$ cat src/rtl/fifo_arb_pkg.sv
// Shared types and constants for the FIFO write arbiter.
// Latency: n/a (declarations only).
// Backpressure: n/a.
package fifo_arb_pkg;

    typedef enum logic {IDLE = 1'b0, BURST = 1'b1} arb_state_t;

    localparam int FIFO_DEPTH = 16;
    localparam int DWIDTH_DEF = 8;

endpackage

$ cat src/rtl/fifo_wr_arbiter_if.sv
// Producer handshake bundle plus FIFO write-port signals for the arbiter.
// Latency: n/a (wires only).
// Backpressure: req_ready per producer, driven by the arbiter from fifo_full.
interface fifo_wr_arbiter_if
    import fifo_arb_pkg::*;
#(
    parameter int NUM_REQ = 4,
    parameter int DWIDTH  = DWIDTH_DEF
);
    localparam int IW = $clog2(NUM_REQ);

    logic [NUM_REQ-1:0]        req_valid;
    logic [NUM_REQ*DWIDTH-1:0] req_data;
    logic [NUM_REQ-1:0]        req_ready;
    logic                      fifo_full;
    logic                      fifo_wr;
    logic [DWIDTH-1:0]         fifo_din;
    logic [IW-1:0]             grant_id;
    logic                      busy;

    // Arbiter side.
    modport master (
        input  req_valid, req_data, fifo_full,
        output req_ready, fifo_wr, fifo_din, grant_id, busy
    );

    // Producers/FIFO side.
    modport slave (
        output req_valid, req_data, fifo_full,
        input  req_ready, fifo_wr, fifo_din, grant_id, busy
    );

endinterface

$ cat src/rtl/fifo_wr_arbiter_rr_pick.sv
// Round-robin picker: first set request at or above base, wrapping modulo N.
// Latency: combinational.
// Backpressure: none.
module rr_pick
    import fifo_arb_pkg::*;
#(
    parameter int N  = 4,
    parameter int IW = $clog2(N)
) (
    input  logic [N-1:0]  req,
    input  logic [IW-1:0] base,
    output logic          found,
    output logic [IW-1:0] idx
);

    logic [IW:0] cand;

    // Scan from the farthest offset down so the nearest offset to base wins.
    always_comb begin
        found = 1'b0;
        idx   = '0;
        cand  = '0;
        for (int i = N - 1; i >= 0; i--) begin
            cand = {1'b0, base} + (IW+1)'(i);
            if (cand >= (IW+1)'(N)) begin
                cand = cand - (IW+1)'(N);
            end
            if (req[cand[IW-1:0]]) begin
                found = 1'b1;
                idx   = cand[IW-1:0];
            end
        end
    end

endmodule

$ cat src/rtl/fifo_wr_arbiter.sv
// Round-robin burst arbiter for the shared FIFO write port; optional stall counter under FIFO_ARB_STALL_CNT_EN.
// Latency: 1 cycle request-to-grant; beats reach fifo_wr/fifo_din combinationally.
// Backpressure: fifo_full drops the grantee's ready and freezes the burst; one write-free cycle between bursts.
module fifo_wr_arbiter
    import fifo_arb_pkg::*;
#(
    parameter int NUM_REQ   = 4,
    parameter int DWIDTH    = DWIDTH_DEF,
    parameter int MAX_BURST = 4
) (
    input  logic               clk,
    input  logic               rst_n,
    fifo_wr_arbiter_if.master  bus
`ifdef FIFO_ARB_STALL_CNT_EN
    ,
    output logic [15:0]        stall_cnt
`endif
);

    localparam int IW = $clog2(NUM_REQ);
    localparam int BW = $clog2(MAX_BURST + 1);

    arb_state_t        state;
    logic [IW-1:0]     rr_ptr;
    logic [IW-1:0]     grant_q;
    logic [IW-1:0]     rr_next;
    logic [IW-1:0]     pick_idx;
    logic              pick_found;
    logic [BW-1:0]     beat_cnt;
    logic              in_burst;
    logic              gnt_valid;
    logic [DWIDTH-1:0] gnt_data;
    logic              xfer;

    rr_pick #(.N(NUM_REQ), .IW(IW)) u_pick (
        .req   (bus.req_valid),
        .base  (rr_ptr),
        .found (pick_found),
        .idx   (pick_idx)
    );

    assign in_burst  = (state == BURST);
    assign gnt_valid = bus.req_valid[grant_q];
    assign gnt_data  = bus.req_data[int'(grant_q)*DWIDTH +: DWIDTH];
    // rst_n gating keeps the reset cycle write-free even if a burst was in flight.
    assign xfer      = in_burst && gnt_valid && !bus.fifo_full && rst_n;
    assign rr_next   = (grant_q == IW'(NUM_REQ - 1)) ? '0 : grant_q + IW'(1);

    assign bus.fifo_wr  = xfer;
    assign bus.fifo_din = xfer ? gnt_data : '0;
    assign bus.grant_id = grant_q;
    assign bus.busy     = in_burst;

    // Only the grantee sees ready, and only while the FIFO has room.
    always_comb begin
        bus.req_ready = '0;
        if (in_burst && rst_n) begin
            bus.req_ready[grant_q] = !bus.fifo_full;
        end
    end

    // Arbitration FSM: pick in IDLE, count beats in BURST, advance pointer on exit.
    always_ff @(posedge clk) begin
        if (!rst_n) begin
            state    <= IDLE;
            rr_ptr   <= '0;
            grant_q  <= '0;
            beat_cnt <= '0;
        end else begin
            case (state)
                IDLE: begin
                    if (pick_found) begin
                        grant_q  <= pick_idx;
                        beat_cnt <= '0;
                        state    <= BURST;
                    end
                end
                BURST: begin
                    if (!gnt_valid) begin
                        state  <= IDLE;
                        rr_ptr <= rr_next;
                    end else if (xfer) begin
                        beat_cnt <= beat_cnt + BW'(1);
                        if (beat_cnt == BW'(MAX_BURST - 1)) begin
                            state  <= IDLE;
                            rr_ptr <= rr_next;
                        end
                    end
                end
                default: state <= IDLE;
            endcase
        end
    end

`ifdef FIFO_ARB_STALL_CNT_EN
    // Saturating count of cycles the grantee was held off by a full FIFO.
    always_ff @(posedge clk) begin
        if (!rst_n) begin
            stall_cnt <= '0;
        end else if (in_burst && gnt_valid && bus.fifo_full && (stall_cnt != 16'hFFFF)) begin
            stall_cnt <= stall_cnt + 16'd1;
        end
    end
`endif

endmodule

$ cat src/flat_wrapper.sv
// flat-port wrapper written by rule: the top's interface ports become plain ports
module fifo_wr_arbiter_flat import fifo_arb_pkg::*;
#(
    parameter int NUM_REQ   = 4,
    parameter int DWIDTH    = DWIDTH_DEF,
    parameter int MAX_BURST = 4
)
  (clk, rst_n, bus_req_valid, bus_req_data, bus_fifo_full, bus_req_ready, bus_fifo_wr, bus_fifo_din, bus_grant_id, bus_busy);
  fifo_wr_arbiter_if #(.NUM_REQ(NUM_REQ), .DWIDTH(DWIDTH)) bus_i ();
  input  logic clk;
  input  logic rst_n;
  input wire logic [$bits(bus_i.req_valid)-1:0] bus_req_valid;
  input wire logic [$bits(bus_i.req_data)-1:0] bus_req_data;
  input wire logic [$bits(bus_i.fifo_full)-1:0] bus_fifo_full;
  output wire logic [$bits(bus_i.req_ready)-1:0] bus_req_ready;
  output wire logic [$bits(bus_i.fifo_wr)-1:0] bus_fifo_wr;
  output wire logic [$bits(bus_i.fifo_din)-1:0] bus_fifo_din;
  output wire logic [$bits(bus_i.grant_id)-1:0] bus_grant_id;
  output wire logic [$bits(bus_i.busy)-1:0] bus_busy;
  assign bus_i.req_valid = bus_req_valid;
  assign bus_i.req_data = bus_req_data;
  assign bus_i.fifo_full = bus_fifo_full;
  assign bus_req_ready = bus_i.req_ready;
  assign bus_fifo_wr = bus_i.fifo_wr;
  assign bus_fifo_din = bus_i.fifo_din;
  assign bus_grant_id = bus_i.grant_id;
  assign bus_busy = bus_i.busy;
  fifo_wr_arbiter #(.NUM_REQ(NUM_REQ), .DWIDTH(DWIDTH), .MAX_BURST(MAX_BURST)) u_core (.clk(clk), .rst_n(rst_n), .bus(bus_i));
endmodule
$ cat config.mk
export PLATFORM = sky130hd
export DESIGN_NAME = fifo_wr_arbiter_flat
export DESIGN_NICKNAME = d
export VERILOG_FILES = /design/src/rtl/fifo_arb_pkg.sv /design/src/rtl/fifo_wr_arbiter_if.sv /design/src/rtl/fifo_wr_arbiter_rr_pick.sv /design/src/rtl/fifo_wr_arbiter.sv /design/src/flat_wrapper.sv
export SDC_FILE = /design/constraint.sdc
export NUM_CORES = 1
export LEC_CHECK = 0
export ABC_AREA = 1
export BUFFER_PORTS_ARGS = -buffer_cell sky130_fd_sc_hd__buf_4
export CAP_MARGIN = 40
export CORE_UTILIZATION = 40
export CTS_CLUSTER_DIAMETER = 40
export DETAILED_ROUTE_END_ITERATION = 10
export GPL_TIMING_DRIVEN = 0
export HOLD_SLACK_MARGIN = 0.02
export PLACE_DENSITY_LB_ADDON = 0.25
export SETUP_SLACK_MARGIN = 0.05
export SYNTH_ARGS = -nofsm -noshare
export SYNTH_HDL_FRONTEND = slang
export SYNTH_SLANG_ARGS = --single-unit
$ cat constraint.sdc
create_clock -name clk -period 1.5 [get_ports clk]
set_clock_uncertainty 0.2 [all_clocks]
set_input_delay 0.15 -clock clk [delete_from_list [all_inputs] [get_ports clk]]
set_output_delay 0.15 -clock clk [all_outputs]
set_load 0.03 [all_outputs]
* Yosys cells after proc, flatten, opt, wreduce, memory -nomap -nowiden
Cells that the tools add are included.
** Cells by class
- Add/subtract/negate cells :: 9
- Order comparisons :: 10
- Equality and inequality tests :: 7
- Shifts and indexed selects :: 1
- Mux-type cells :: 39
- Bitwise operators :: 2
- Reduce and logical (&&, ||, !) cells :: 9
** Operators with widths (number)
- 32-bit by 6-bit indexed part select with 8-bit output :: 1
- 2-bit 2-to-1 mux :: 12
- 2-bit by 3-bit < comparator with 1-bit output, second input constant :: 5
- 1-bit 2-to-1 mux :: 14
- 1-bit binary-select mux with 2-bit select :: 5
- 3-bit greater-or-equal comparator, second input constant :: 3
- 3-bit 2-to-1 mux :: 3
- 8-bit 2-to-1 mux :: 1
- 2-bit != test, second input constant :: 4
- 2-bit by 1-bit subtractor with 2-bit output, second input constant :: 4
- 2-bit by 2-bit adder with 3-bit output, second input constant :: 2
- 3-bit one-hot mux with 2 select lines :: 1
- 3-bit AND reduction :: 2
- 1-bit logical AND :: 5
- 4-bit AND :: 1
- 4-bit 2-to-1 mux :: 1
- 2-bit by 1-bit adder with 3-bit output, second input constant :: 1
- 3-bit by 1-bit adder with 3-bit output, second input constant :: 1
- 3-bit by 2-bit equality test with 1-bit output, second input constant :: 1
- 2-bit by 3-bit greater-or-equal comparator with 1-bit output, second input constant :: 1
- 2-bit by 1-bit adder with 2-bit output, second input constant :: 1
- 1-bit demux with 2-bit select :: 1
- 2-bit equality test, second input constant :: 1
- 2-bit by 1-bit greater-or-equal comparator with 1-bit output, second input constant :: 1
- 5 further kinds :: 5
** Word-level totals
- Bits in registers :: 8
- Bits of input ports :: 39
- Output and inout port bits :: 16
- Word-level logic and storage cells :: 81

* Logic depth before layout (Yosys ltp)
- Depth after elaboration :: 11
- Depth in mapped cells :: 12
- Gate-level depth less buffers :: 11

* Modules after synthesis
Synthesis repeated with hierarchy kept, for this count alone.
** Unflattened totals
- Cell total of the unflattened synthesis :: 180
- Area total of the unflattened synthesis :: 1053.5 µm²
** By module, submodules not included
- fifo_wr_arbiter :: instances 1, cells an instance 134, area each 840.8 µm², seq. area each 160.2 µm²
- rr_pick :: instances 1, cells an instance 46, area each 212.7 µm², seq. area each 0.0 µm²

* Least setup slack after synthesis
OpenSTA, ideal clock, no wires.
- Path type :: reg2out
- Start point :: register u_core.grant_q[1] (netlist: u_core.bus.grant_id[1])
- End point :: output bus_fifo_din[0]
- Arrival :: 1.708 ns
- Required time :: 1.150 ns
- Setup slack :: -0.558 ns
- Cell stages (with the launch flop) :: 7
- Path buffers :: 2
- Cells stage by stage :: dfxtp_1 > buf_2 > inv_1 > clkbuf_1 > nor2_1 > o21ai_0 > a21oi_1
** Between the ends
- Word-level cells in the longest chain between the ends :: 6
- Elaborated cells between the ends (all ways) :: 7
- Classes of those cells :: shift (1); mux (3); reduce/logical (3)
** Ends and longest elaborated chain
- from (decl) :: line fifo_wr_arbiter.sv:25 : logic [IW-1:0] grant_q;
- from (signal assigned) :: line fifo_wr_arbiter.sv:73 : grant_q <= pick_idx;
- branches (longest 5 deep; another with 32-bit by 6-bit indexed part select with 8-bit output)
- 8-bit 2-to-1 mux * :: line fifo_wr_arbiter.sv:50 : assign bus.fifo_din = xfer ? gnt_data : '0;
- to (decl) :: line flat_wrapper.sv:17 : output wire logic [$bits(bus_i.fifo_din)-1:0] bus_fifo_din;
Mark *: on every way between the ends. The select of a mux whose other input is x is not followed.

* Final worst setup path
- Start point :: register u_core.grant_q[0] (netlist: u_core.bus.grant_id[0])
- End point :: output bus_fifo_din[2]
Same word-level chain as after synthesis.

==> summary.md <==
| Metric | Value |
|---|---|
| DRC viols | `0` |
| Setup_tns | `-6.63 ns` |
| Synthesized area per cell | `5.43 um2` |
| Pint | `1.53 mW` |
| Final Hold Fails | `0` |
| Critical Path RT | `1.15 ns` |
| Final Max Tran Viols | `0` |
| CTS buffer count | `3` |
| Die height | `51.8 um` |
| Outcome | `finished with violations` |
| Detail Placement HPWL | `2.27 mm` |
| Post-Syn Area | `around 990 um2` |
| Commonest cells after routing, fill and taps aside | `buf_4 (59), nor2_1 (34), nand2_1 (29)` |
| Post-Synthesis Cells | `183` |
| GR Overflow Total | `0` |
| Clock Path Buffers | `2` |
| RSZ-0062 raised after global routing | `true` |
| Worst path cell trace | `buf_6 > nand2_2 > nand2_1 > nand2_1 > o21ai_2 > nand2_2 > clkbuf_16 > a21oi_4 > buf_6` |
| Synthesized Nets | `228` |
| Reg power frac | `10.9%` |
| DR vias | `around 1.7k` |
| Clk_lat worst skew | `0.27 ns` |
| Tcrit/Tclk final | `135%` |
| Slew @ Worst Pin | `0.470 ns` |
| Max-cap violations | `0` |
| RD Place Congestion | `0.763` |
| Antenna violations before repair | `0` |
| H-tree Lvls | `1` |
| Max Freq | `just under 0.5 GHz` |
| Starting DRT DRC Count | `104` |
| Failing checks | `setup timing` |
| CP Capture Type | `output port` |
| Clock power frac | `5.8%` |
| Tot GR Track Use | `approximately 27%` |
| WS Path Type | `reg2out` |
| Yosys warns | `0` |
| Reg clk slew, reported paths | `~0.080 ns` |
| Drt pass-1 iters | `4` |
| Ports | `55` |
| Crit path DAT | `about 1.7 ns` |
| Setup ws final | `-0.523 ns` |
| Clock Sinks | `8` |
| Comb pwr share | `83.4%` |
| Sw frac | `53.7%` |
| Final WL | `5.45 mm` |
| Floorplan core area | `~2300 um2` |
| Final core occ | `90.8%` |
| Hold WS | `0.231 ns` |
| Antenna Violating Nets Remaining | `0` |
| DIE AREA | `about 2700 um2` |
| P&R area growth vs syn | `108%` |
| Commonest non-fill, non-tap cell in the layout | `buf_4` |
| Post-route cell area | `2070 um2` |
| Setup crit start kind | `register` |
| Max incr delay on CP | `0.38 ns` |
| Final min period | `2.02 ns` |
| First-pass GRT wire length | `approximately 5.5 mm` |
| CP Buf/Inv Count | `3` |
| Starting Density | `43.7%` |
| Critical-path top delay cell | `dfxtp_4` |
| Leak | `between 0.9 and 1 nW` |
| Max VDD drop | `1.33 mV` |
| Number of antenna diodes | `0` |
| Pwr/cell area | `1600 nW/um2` |
| DR vias/cell | `5.75` |
| Vias in the first global route | `1269` |
| Largest net degree at the start of global routing | `12` |
| TritonCTS clock tree | `done` |
| HP Class | `in2reg` |
| Switch Pwr | `roughly 1.8 mW` |
| Die Wd | `51.8 um` |
| Distinct cells, synth | `21` |
| Root Buffer | `clkbuf_4` |
| Design Power | `3.32 mW` |
| Routed WL per cell | `18.7 um` |
| Total Nets Final | `between 300 and 400` |
| Layout cells sized above 1 | `59.8%` |
| Max FO, Critical Path | `5` |
| Final setup vio count | `21` |
| Slew Limit Headroom | `68.4%` |
| Cell family with most CP delay | `buffers and inverters` |
| PortBufs | `54` |
| Flop and latch count out of synthesis | `8` |
| Post-Place Cell Area | `1620 um2` |
| Post-synthesis sequential area ratio | `approximately 16%` |
| Site Rows | `17` |
cells in the mapped netlist (all sizes together):
cell type	instances	area share, %
dfxtp	8	16
ha	6	7.6
inv	22	9.1
or2	1	0.63
clkbuf	2	0.76
nor2	43	16
nand3	5	3.0
a21oi	15	7.6
buf	6	4.8
and2	1	0.88
nand2	49	20
o21ai	24	13
a211oi	1	0.76
worst min-delay path: stages:
cell,delay (ns)
buf_4,0.09
nor2_4,0.04
nand2_1,0.12
nand2_4,0.08
nand2_4,0.11
a21oi_1,0.07
final cells by class:
class                   instances  area, um2
plain buffers                   8        106
fillers                       103        209
inverters                      22       96.3
repair buffers                 77        669
flip-flops and latches          8        171
multi-input cells             145        962
clock buffers                   4       26.3
well taps                      28       35.0
power groups by stage:
stage | combinational (mW) | clock (mW) | sequential, mW
after floorplan | 1.29 | 0 | 0.406
after global placement | 1.74 | 0 | 0.353
after detailed placement | 1.76 | 0 | 0.354
after CTS | 2.08 | 0.180 | 0.349
after global routing | 2.89 | 0.199 | 0.367
final | 2.76 | 0.191 | 0.361
routing by layer:
layer | global-route usage [%] | routed length, um | vias up
met5 | 0 | 0 | -
met4 | 8.56 | 350 | 0
met3 | 3.80 | 580 | 42
met2 | 47.6 | 2570 | 148
met1 | 33.2 | 1950 | 758
li1 | - | - | 732
flip-flops by register name (all words and copies together), names as in the netlist:
signal	count
u_core.rr_ptr	2
u_core.bus.busy	1
u_core.beat_cnt	3
u_core.bus.grant_id	2
path summary, 6_finish.rpt:
check | startpoint | end | slack, ns | depth (start not counted)
min reg2reg | u_core.beat_cnt[2] | u_core.beat_cnt[2] | 0.28 | 2
max | u_core.bus.grant_id[0] | bus_fifo_din[2] | -0.52 | 9
max reg2reg | u_core.bus.grant_id[0] | u_core.beat_cnt[2] | -0.36 | 11
min | bus_fifo_full | u_core.rr_ptr[1] | 0.23 | 6
logic make-up after synthesis:
family,after synthesis,share of synthesized area (%)
fa+ha+maj,6,7.56
compound gates,40,21.2
buf+inv,30,14.6
flops,8,16.1
simple gates,99,40.6
timing repair:
| action | in CTS | in global routing |
|---|---|---|
| buffers inserted | 13 | 5 |
| resized for setup | 43 | 41 |
| hold buffers | 1 | 0 |
| endpoints found under the hold margin | 4 | 0 |
| gates cloned | 2 | 2 |
| endpoints found under the setup margin | 21 | 21 |
| pin swaps | 5 | 15 |
stage by stage:
stage,worst slack (ns),instances
final,-0.523,292
after global routing,-0.604,292
after CTS,-0.374,285
after detailed placement,-0.226,265
after global placement,-0.217,265
after floorplan,-0.136,183
No activity file was read; power rests on OpenSTA's default activity.
